File: src/rtl/button_debouncer_pkg.sv
// Shared definitions for the button debouncer: FSM state encodings and default parameters.
package button_debouncer_pkg;

    typedef enum logic [1:0] {
        ST_STABLE_LOW  = 2'd0,
        ST_WAIT_HIGH   = 2'd1,
        ST_STABLE_HIGH = 2'd2,
        ST_WAIT_LOW    = 2'd3
    } state_t;

    // 20 ms at 50 MHz
    localparam int unsigned DEFAULT_DEBOUNCE_CYCLES = 1000000;
    localparam int unsigned DEFAULT_SYNC_STAGES     = 2;

endpackage

File: src/rtl/button_debouncer_if.sv
// Button-side signal bundle: raw level in, debounced level and busy flag out.
interface button_debouncer_if;

    logic in;
    logic out;
    logic busy;

    modport master (output in, input out, input busy);
    modport slave  (input in, output out, output busy);

endinterface

File: src/rtl/sync_chain.sv
// Reset-to-zero flip-flop synchronizer for an asynchronous single-bit input.
module sync_chain #(
    parameter int unsigned STAGES = 2
) (
    input  logic clk,
    input  logic async_reset,
    input  logic d,
    output logic q
);

    logic [STAGES-1:0] r_sync;

    always_ff @(posedge clk or posedge async_reset) begin
        if (async_reset) begin
            r_sync <= '0;
        end else begin
            r_sync <= {r_sync[STAGES-2:0], d};
        end
    end

    assign q = r_sync[STAGES-1];

endmodule

File: src/rtl/button_debouncer.sv
// Synchronizes a raw button input, then passes a level only after it has held
// steady for DEBOUNCE_CYCLES clocks.
module button_debouncer
    import button_debouncer_pkg::*;
#(
    parameter int unsigned SYNC_STAGES     = DEFAULT_SYNC_STAGES,
    parameter int unsigned DEBOUNCE_CYCLES = DEFAULT_DEBOUNCE_CYCLES
) (
    input logic               clk,
    input logic               async_reset,
    button_debouncer_if.slave bus
);

    localparam int unsigned CNT_WIDTH = (DEBOUNCE_CYCLES > 1) ? $clog2(DEBOUNCE_CYCLES) : 1;
    localparam logic [CNT_WIDTH-1:0] CNT_LAST = CNT_WIDTH'(DEBOUNCE_CYCLES - 1);

    logic                 w_sync_in;
    state_t               r_state;
    state_t               w_state_nxt;
    logic [CNT_WIDTH-1:0] r_cnt;
    logic [CNT_WIDTH-1:0] w_cnt_nxt;
    logic                 r_out;
    logic                 w_out_nxt;

    sync_chain #(
        .STAGES (SYNC_STAGES)
    ) u_sync (
        .clk         (clk),
        .async_reset (async_reset),
        .d           (bus.in),
        .q           (w_sync_in)
    );

    // Abort is checked before terminal count so a glitch on the last cycle never commits.
    always_comb begin
        w_state_nxt = r_state;
        w_cnt_nxt   = r_cnt;
        w_out_nxt   = r_out;
        case (r_state)
            ST_STABLE_LOW: begin
                if (w_sync_in) begin
                    w_state_nxt = ST_WAIT_HIGH;
                    w_cnt_nxt   = '0;
                end
            end
            ST_WAIT_HIGH: begin
                if (!w_sync_in) begin
                    w_state_nxt = ST_STABLE_LOW;
                    w_cnt_nxt   = '0;
                end else if (r_cnt == CNT_LAST) begin
                    w_state_nxt = ST_STABLE_HIGH;
                    w_out_nxt   = 1'b1;
                    w_cnt_nxt   = '0;
                end else begin
                    w_cnt_nxt = r_cnt + CNT_WIDTH'(1);
                end
            end
            ST_STABLE_HIGH: begin
                if (!w_sync_in) begin
                    w_state_nxt = ST_WAIT_LOW;
                    w_cnt_nxt   = '0;
                end
            end
            ST_WAIT_LOW: begin
                if (w_sync_in) begin
                    w_state_nxt = ST_STABLE_HIGH;
                    w_cnt_nxt   = '0;
                end else if (r_cnt == CNT_LAST) begin
                    w_state_nxt = ST_STABLE_LOW;
                    w_out_nxt   = 1'b0;
                    w_cnt_nxt   = '0;
                end else begin
                    w_cnt_nxt = r_cnt + CNT_WIDTH'(1);
                end
            end
            default: begin
                w_state_nxt = ST_STABLE_LOW;
                w_cnt_nxt   = '0;
                w_out_nxt   = 1'b0;
            end
        endcase
    end

    always_ff @(posedge clk or posedge async_reset) begin
        if (async_reset) begin
            r_state <= ST_STABLE_LOW;
            r_cnt   <= '0;
            r_out   <= 1'b0;
        end else begin
            r_state <= w_state_nxt;
            r_cnt   <= w_cnt_nxt;
            r_out   <= w_out_nxt;
        end
    end

    assign bus.out  = r_out;
    assign bus.busy = (r_state == ST_WAIT_HIGH) || (r_state == ST_WAIT_LOW);

endmodule

File: src/flat_wrapper.sv
// flat-port wrapper written by rule: the top's interface ports become plain ports
module button_debouncer_flat import button_debouncer_pkg::*;
#(
    parameter int unsigned SYNC_STAGES     = DEFAULT_SYNC_STAGES,
    parameter int unsigned DEBOUNCE_CYCLES = DEFAULT_DEBOUNCE_CYCLES
)
  (clk, async_reset, bus_in, bus_out, bus_busy);
  button_debouncer_if bus_i ();
  input logic clk;
  input logic async_reset;
  input wire logic [$bits(bus_i.in)-1:0] bus_in;
  output wire logic [$bits(bus_i.out)-1:0] bus_out;
  output wire logic [$bits(bus_i.busy)-1:0] bus_busy;
  assign bus_i.in = bus_in;
  assign bus_out = bus_i.out;
  assign bus_busy = bus_i.busy;
  button_debouncer #(.SYNC_STAGES(SYNC_STAGES), .DEBOUNCE_CYCLES(DEBOUNCE_CYCLES)) u_core (.clk(clk), .async_reset(async_reset), .bus(bus_i));
endmodule
File: config.mk
export PLATFORM = sky130hd
export DESIGN_NAME = button_debouncer_flat
export DESIGN_NICKNAME = d
export VERILOG_FILES = /design/src/rtl/button_debouncer_pkg.sv /design/src/rtl/button_debouncer_if.sv /design/src/rtl/sync_chain.sv /design/src/rtl/button_debouncer.sv /design/src/flat_wrapper.sv
export SDC_FILE = /design/constraint.sdc
export NUM_CORES = 1
export LEC_CHECK = 0
export BUFFER_PORTS_ARGS = -buffer_cell sky130_fd_sc_hd__buf_2
export CAP_MARGIN = 20
export CORE_UTILIZATION = 45
export DETAILED_ROUTE_END_ITERATION = 8
export PLACE_DENSITY = 0.58
export SYNTH_ARGS = -nofsm -noshare
export SYNTH_HDL_FRONTEND = slang
export SYNTH_SLANG_ARGS = --single-unit
File: constraint.sdc
create_clock -name clk -period 6.55 [get_ports clk]
set_clock_uncertainty 0.15 [all_clocks]
set_input_delay 0.9825 -clock clk [delete_from_list [all_inputs] [get_ports clk]]
set_output_delay 0.9825 -clock clk [all_outputs]
set_load 0.005 [all_outputs]
; Word-level counts from Yosys, hierarchy flattened
; Cells that the tools add are included.
[word_totals]
regBits = 25
ram_bits = 0
input_bits = 3
mem_bits_ro = 0
word_cells = 41
memories = 0
output_inout_bits = 2
latch_bits = 0
[classes]
n_shift = 0
n_reduce_logical = 6
n_lt_le_gt_ge = 0
bitwise = 0
mul = 0
eq_ne = 12
add_sub_neg = 1
n_mux = 18
div = 0
[op_table]
columns = cell, n
row1 = $mux W20, 5
row2 = $pmux W20 S4, 1
row3 = $add A20 B1 Y20 const B, 1
row4 = $eq A20 B20 Y1 const B, 1
row5 = $mux W2, 6
row6 = $ne A2 B2 Y1 const B, 4
row7 = $pmux W2 S4, 1
row8 = $ne A3 B2 Y1 const B, 2
row9 = $reduce_and A5 Y1, 1
row10 = $eq A2 B2 Y1 const B, 2
row11 = $mux W1, 4
row12 = $ne A2 B1 Y1 const B, 2
row13 = $reduce_and A4 Y1, 1
row14 = $eq A2 B1 Y1 const B, 1
row15 = $logic_not A2 Y1, 1
row16 = $pmux W1 S2, 1
row17 = $reduce_and A2 Y1, 1
row18 = $reduce_bool A2 Y1, 1
row19 = $logic_or A1 B1 Y1, 1

; Logic depth before layout (Yosys ltp)
; Gate-level depths: netlist of the first run.
[depth]
ltp_word = 4
depth_mapped = 6
depth_no_buf = 6

; Hierarchy
; Synthesis of the first run repeated with hierarchy kept, for this count alone.
[unflattened]
hier_cells = 147
hier_area_um2 = 1332.5
[modules_own_cells]
columns = module, area_each_um2, instances, seq_area_each_um2, cells_per_inst
row1 = button_debouncer, 1278.7, 1, 575.6, 144
row2 = sync_chain, 53.8, 1, 50.0, 3

; Worst setup path after synthesis of the first run
; No wires, ideal clock.
[synth_timing]
path_kind = register -> register
start = register u_core.r_cnt[8]
end = register (tool-made name)
arrival_time_ns = 2.253
setup_ns = 0.127
synth_period_minus_slack_ns = 2.530
slack_ns = 4.020
path_buffers = 0
stages_incl_launch_ff = 6
t_required_ns = 6.273
cell_sequence = dfrtp_1 > or4b_1 > or4_4 > o31ai_4 > and2_4 > mux2_1
[synth_rtl]
columns = element, line_no
row1 = "start, declared", button_debouncer.sv:20  ; logic [CNT_WIDTH-1:0] r_cnt;
row2 = "start signal, assigned", button_debouncer.sv:91  ; r_cnt <= w_cnt_nxt;

==> results.yml, run 1 <==
grt:
  grt_pass1_wl_um: 4730
  antenna_found_initial: 0
  grtUsageTotal_pct: 19.2
  first_global_vias: 1000
  grt_max_degree: 26
  overflow: 0
yosys:
  yosysTopAreaCellShare_pct: 47.5
  ys_warn_count: 0
  synth_top_cell_by_area: "dfrtp_1"
  avgSynthCellArea_sq_um: 9.75
  synth.distinct_cells: 36
  synth.area.top_cells: "dfrtp_1 48%, a31oi_1 7.1%, nand2_1 6.8%"
  synth_nets: 139
  netlist_area_sq_um: 1320
  synthCells: 135
  ys_seq_area_share_pct: 47.5
  ys_seq_elements: 25
die:
  die_w_um: 56.1
  core-area_sq_um: 2760
  start_util_pct: 47.7
  dieHeight_um: 56.1
  pin_count: 5
  row_count: 19
  dieArea_sq_um: 3150
pwr:
  ir_drop_uv: 356
  p_per_area_nw_per_um2: 287
  power.leakage_nw: 0.604
setup_path:
  crit_buf_inv: 0
  crit_type: "reg -> reg"
  start_kind: "register"
  cp-end-kind: "register"
  crit_fanout: 8
  critical-path-top-delay-family: "simple AND/OR/NAND/NOR gates"
  cp_slowest_cell: "or4_4"
  path_cells: "or4b_1 > or4_4 > o31ai_4 > and2_4 > mux2_1"
  cpPeakStageDelay_ps: 580
  worst_ep_arrival_time_ps: 2840
  cp.required_ps: 6630
placed_design:
  hpwl_um: 1820
  portBuffers: 4
  pre_cts_ws_ps: 3790
  gp_congestion: 0.761
routing:
  wirelength_um: 2700
  highest_layer: "met4"
  vias: 1018
  routedWlPerCell_um: 15.8
  antenna_left: 0
  drc: 0
  drt_first_pass_iters: 4
  met1_length_um: 1420
  drtIter0Drc: 28
  routed_via_density: 5.95
  wl_met2_um: 1200
  wl_met3_um: 65
timing:
  post-route-period-util_pct: 42.0
  grt_setup_unrepaired: "false"
  finalCriticalPeriod_ps: 2750
  fmax_ghz: 0.363
  drv_slew: 0
  final.setup.worst_slack_ps: 3800
  finalHoldViolCount: 0
  relSlewSlack_pct: 36.0
  finalSetupViolations: 0
  fin_tns_setup_ps: 0
  worst_pin_slew_ps: 952
clock_tree:
  cts-root-buf: "clkbuf_4"
  clock_latency_ps: 330
  htreeDepth: 1
  cts_buffers: 3
  postCtsHoldBufs: 0
  post_cts_buffers: 0
  path_clk_slew_ps: 150
  numClockSinks: 25
  cts_tree: "built"
  clock_path_buffers: 2
  ctsResizeCount: 0
job:
  maxCapViolCount: 0
finish:
  antennaDiodeCount: 0
  drive_above_1_share_pct: 12.9
  syn_to_final_growth_pct: 6.56
  nNetsFinal: 145
outcome:
  status: "finished, final reports clean"
min_path:
  hold_path.class: "reg -> reg"
-- cells in the mapped netlist, drive strengths merged --
library cell and number:
or2b 4, or4bb 1, or2 1, a32oi 1, mux2 1, or4b 2
inv 3, a22o 1, ha 1, a31o 1, nand3 4, xor2 3
and3 5, and2 2, o21ai 7, a41oi 1, or4 1, nand2 24
o211ai 1, nor3 3, o31ai 1, dfrtp 25, nor2 5, nand4 4
mux2i 1, buf 2, clkbuf 2, a31oi 15, nor4 3, a21oi 5
o21ba 1, o31a 1, a21o 2, o21a 1
-- worst reg2reg max path: stages (launching register included) --
cell and delay, ps:
dfrtp_1 470, or4b_1 530, or4_4 580, o31ai_4 390, and2_4 220, mux2_1 310
-- sequential cells by signal, indices dropped and copies added, names as in the netlist, named ones only --
signal / flops
u_core.u_sync.r_sync: 2
u_core.r_cnt: 20
u_core.r_state: 1
u_core.bus.out: 1
-- routing by layer --
layer,track usage (%),vias to the layer above
li1,-,516
met1,29.3,486
met2,28.4,14
met3,2.09,2
met4,6.62,0
met5,0,-
-- placed cells by master, fill, tap and decap left out, types with 2 or more instances in the layout --
master    netlist  routed
a31oi_1        15      15
nand4_1         4       4
inv_1           3       3
or4b_1          2       2
nand3_1         4       4
nand2_1        24      24
a21oi_1         5       5
and3_1          5       5
clkbuf_4        0       3
nor2_1          5       5
or2b_1          4       4
nor4_1          3       3
buf_2           0       4
dfrtp_1        25      25
o21ai_0         7       7
xor2_1          3       3
nor3_1          3       3
-- path summary, 6_finish.rpt --
path                                         start                 endpoint  slack, ps  depth (start not counted)
min reg2reg                u_core.u_sync.r_sync[0]  u_core.u_sync.r_sync[1]        230                          0
max in group asynchronous              async_reset         u_core.r_cnt[11]       5530                          3
min                        u_core.u_sync.r_sync[0]  u_core.u_sync.r_sync[1]        230                          0
min in group asynchronous              async_reset           u_core.bus.out        350                          2
max                                u_core.r_cnt[6]                 register       3800                          5
max reg2reg                        u_core.r_cnt[6]                 register       3800                          5
-- cell type report --
cell class | count | area, sq um
Tap cell | 31 | 38.8
Timing Repair Buffer | 5 | 47.5
Sequential cell | 25 | 626
Multi-Input combinational cell | 103 | 649
Clock inverter | 1 | 7.51
Fill cell | 271 | 1360
Inverter | 3 | 11.3
Clock buffer | 3 | 22.5
-- power by group --
group	switching [mW]	internal (mW)	leakage, nW
clock network	0.0504	0.0234	0.0139
logic	0.0924	0.0553	0.251
registers	0.0138	0.168	0.339
-- metrics by stage --
| step | utilization, % | hold slack (ps) | cell area [sq um] | cells | power (mW) |
|---|---|---|---|---|---|
| after floorplan | - | 181 | 1320 | 135 | 0.309 |
| after global placement | 48.8 | 190 | 1350 | 166 | 0.328 |
| after detailed placement | 48.8 | 196 | 1350 | 166 | 0.331 |
| after CTS | 49.9 | 229 | 1380 | 170 | 0.404 |
| after global routing | 50.9 | 240 | 1400 | 171 | 0.430 |
| final | 50.9 | 227 | 1400 | 171 | 0.403 |
-- cell families after synthesis --
kind of cell / count (synthesis) / share of synthesized area (%)
adder cells (fa/ha/maj): 1 / 0.950
AND/OR/NAND/NOR: 59 / 23.8
XOR/XNOR: 3 / 2.00
multiplexers: 2 / 1.62
AO/OA/AOI/OAI: 38 / 21.0
buffers and inverters: 7 / 3.14
flip-flops: 25 / 47.5
Note: power is estimated with default switching activity, not from simulation.
==> run 2: changes to the inputs <==
Settings changed: PLACE_DENSITY 0.58 to 0.6.
Clock period 6.55 ns to 2.3 ns, I/O delays scaled along.
==> run 2 against run 1 <==
Sequential power grew to 2.9 times the previous value; via count increased by 14%; count of clock-buffer cells in the layout is 1 higher; final cell count up 15%; combinational power grew to 4.0 times the previous value; sequential cell count did not move; the flow now finishes with violations (setup timing); setup slack got worse by 4000 ps; sequential share of layout area fell by 6.6 points; routed wire length is 6.3% higher; largest cell class unchanged; maximum frequency is 10% higher.
==> results.yml, run 2 (synthesized netlist as in run 1, its figures left out) <==
grt:
  first_global_vias: 1157
  overflow: 0
  grt_max_degree: 26
  grt_pass1_wl_um: 5000
  grtUsageTotal_pct: 20.2
  antenna_found_initial: 0
timing:
  grt_setup_unrepaired: "true"
  worst_pin_slew_ps: 538
  drv_slew: 0
  finalHoldViolCount: 0
  final.setup.worst_slack_ps: -198
  post-route-period-util_pct: 109
  finalCriticalPeriod_ps: 2500
  relSlewSlack_pct: 64.0
  finalSetupViolations: 19
  fmax_ghz: 0.400
die:
  row_count: 19
  die_w_um: 56.1
  core-area_sq_um: 2760
  dieHeight_um: 56.1
  pin_count: 5
  start_util_pct: 47.7
  dieArea_sq_um: 3150
clock_tree:
  cts-root-buf: "clkbuf_4"
  htreeDepth: 1
  numClockSinks: 25
  cts_buffers: 3
  cts_tree: "built"
  clock_path_buffers: 2
  clock_latency_ps: 320
  path_clk_slew_ps: 140
setup_path:
  r2r_cells: 6
  crit_path_end: "u_core.r_cnt[16]"
  r2r_slack_ps: -200
  crit_fanout: 7
  crit_path_start: "u_core.r_cnt[12]"
  cp-end-kind: "register"
  start_kind: "register"
  r2r-end: "u_core.r_cnt[16]"
  worst_ep_arrival_time_ps: 2560
  cp.required_ps: 2360
  crit_type: "reg -> reg"
  r2r_start: "u_core.r_cnt[12]"
placed_design:
  portBuffers: 4
  place_inst: 187
  gp_congestion: 0.839
  hpwl_um: 1920
routing:
  drtIter0Drc: 23
  drc: 0
  antenna_left: 0
  routed_via_density: 5.92
  wirelength_um: 2870
  routedWlPerCell_um: 14.6
  vias: 1161
  drt_first_pass_iters: 4
finish:
  fin_cells: 196
  regMostFlops: "u_core.r_cnt"
  syn_to_final_growth_pct: 24.9
  n_fill_cell: 232
  antennaDiodeCount: 0
  largest_reg_flops: 20
  final_common_cell: "dfrtp_1"
  final_cell_mix: "25 x dfrtp_1, 24 x nand2_1, 19 x buf_4, 12 x a31oi_1"
  top_regs: "u_core.r_cnt x20, u_core.u_sync.r_sync x2"
  drive_above_1_share_pct: 29.1
  utilization_pct: 59.6
  multi_input_area_sq_um: 714
  seq_area_sq_um: 626
  nNetsFinal: 170
pwr:
  total_power_mw: 1.31
  power.leakage_nw: 0.740
  p_per_area_nw_per_um2: 795
  ir_drop_uv: 784
outcome:
  violations: "setup timing"
  status: "complete, but fails checks"
min_path:
  hold_path.class: "reg -> reg"
job:
  maxCapViolCount: 0
## run 2: changes by cell type in the layout (fill, tap and decap cells not counted), sizes merged
cell | previous run | this run
buf | 5 | 27
clkbuf | 3 | 4
clkinvlp | 1 | 0
dlygate4sd3 | 0 | 2
o31a | 1 | 2
## run 2: final cells by class
class	count	share of cell area (%)
clock buffer	4	1.60
timing repair buffer	29	13.9
multi-input combinational	104	43.5
sequential	25	38.1
tap	31	2.36
inverter	3	0.685
## run 2: power by group
part | total, mW | internal (mW) | leakage (nW) | switching [mW]
clock network | 0.203 | 0.0680 | 0.0150 | 0.135
registers | 0.519 | 0.478 | 0.339 | 0.0411
logic | 0.585 | 0.269 | 0.386 | 0.315
total | 1.31 | 0.815 | 0.740 | 0.492
## run 2: repair_timing
| action | 4_1_cts | 5_1_grt |
|---|---|---|
| gates cloned | 1 | 0 |
| buffers inserted | 1 | 1 |
| setup endpoints to repair | 18 | 22 |
| hold endpoints to repair | 26 | 0 |
| resized for setup | 3 | 7 |
| pin swaps | 0 | 3 |
| hold buffers | 2 | 0 |
## run 2: critical path, stage by stage (launching register included)
cell	delay, ps
dfrtp_1	420
or4bb_1	510
or4_4	590
o31a_4	350
buf_6	140
a31oi_1	170
a31oi_1	60
## run 2: worst min path at each step
stage / from / to / slack (ps) / depth (start not counted)
2_1_floorplan: u_core.u_sync.r_sync[0] / u_core.u_sync.r_sync[1] / 180 / 0
3_3_place_gp: u_core.u_sync.r_sync[0] / u_core.u_sync.r_sync[1] / 180 / 0
3_5_place_dp: u_core.u_sync.r_sync[0] / u_core.u_sync.r_sync[1] / 190 / 0
4_1_cts: u_core.u_sync.r_sync[0] / u_core.u_sync.r_sync[1] / 220 / 0
5_1_grt: u_core.u_sync.r_sync[0] / u_core.u_sync.r_sync[1] / 220 / 0
6_report: u_core.u_sync.r_sync[0] / u_core.u_sync.r_sync[1] / 220 / 0
## run 2: per-stage QoR
stage | setup TNS [ps] | instance area (sq um) | hold WS [ps] | setup WS (ps)
after global placement | -1730 | 1510 | 184 | -165
after CTS | -2230 | 1590 | 219 | -175
final | -2400 | 1640 | 217 | -198
after detailed placement | -2260 | 1510 | 188 | -215
after floorplan | -1430 | 1330 | 181 | -230
after global routing | -3700 | 1640 | 220 | -249
## run 2: per-layer routing
layer / up-vias / wire length (um) / track usage, %
met5: - / 0 / 0
met4: 0 / 37 / 7.32
met3: 5 / 93 / 3.26
met2: 21 / 1340 / 33.0
met1: 566 / 1400 / 27.3
li1: 569 / - / -
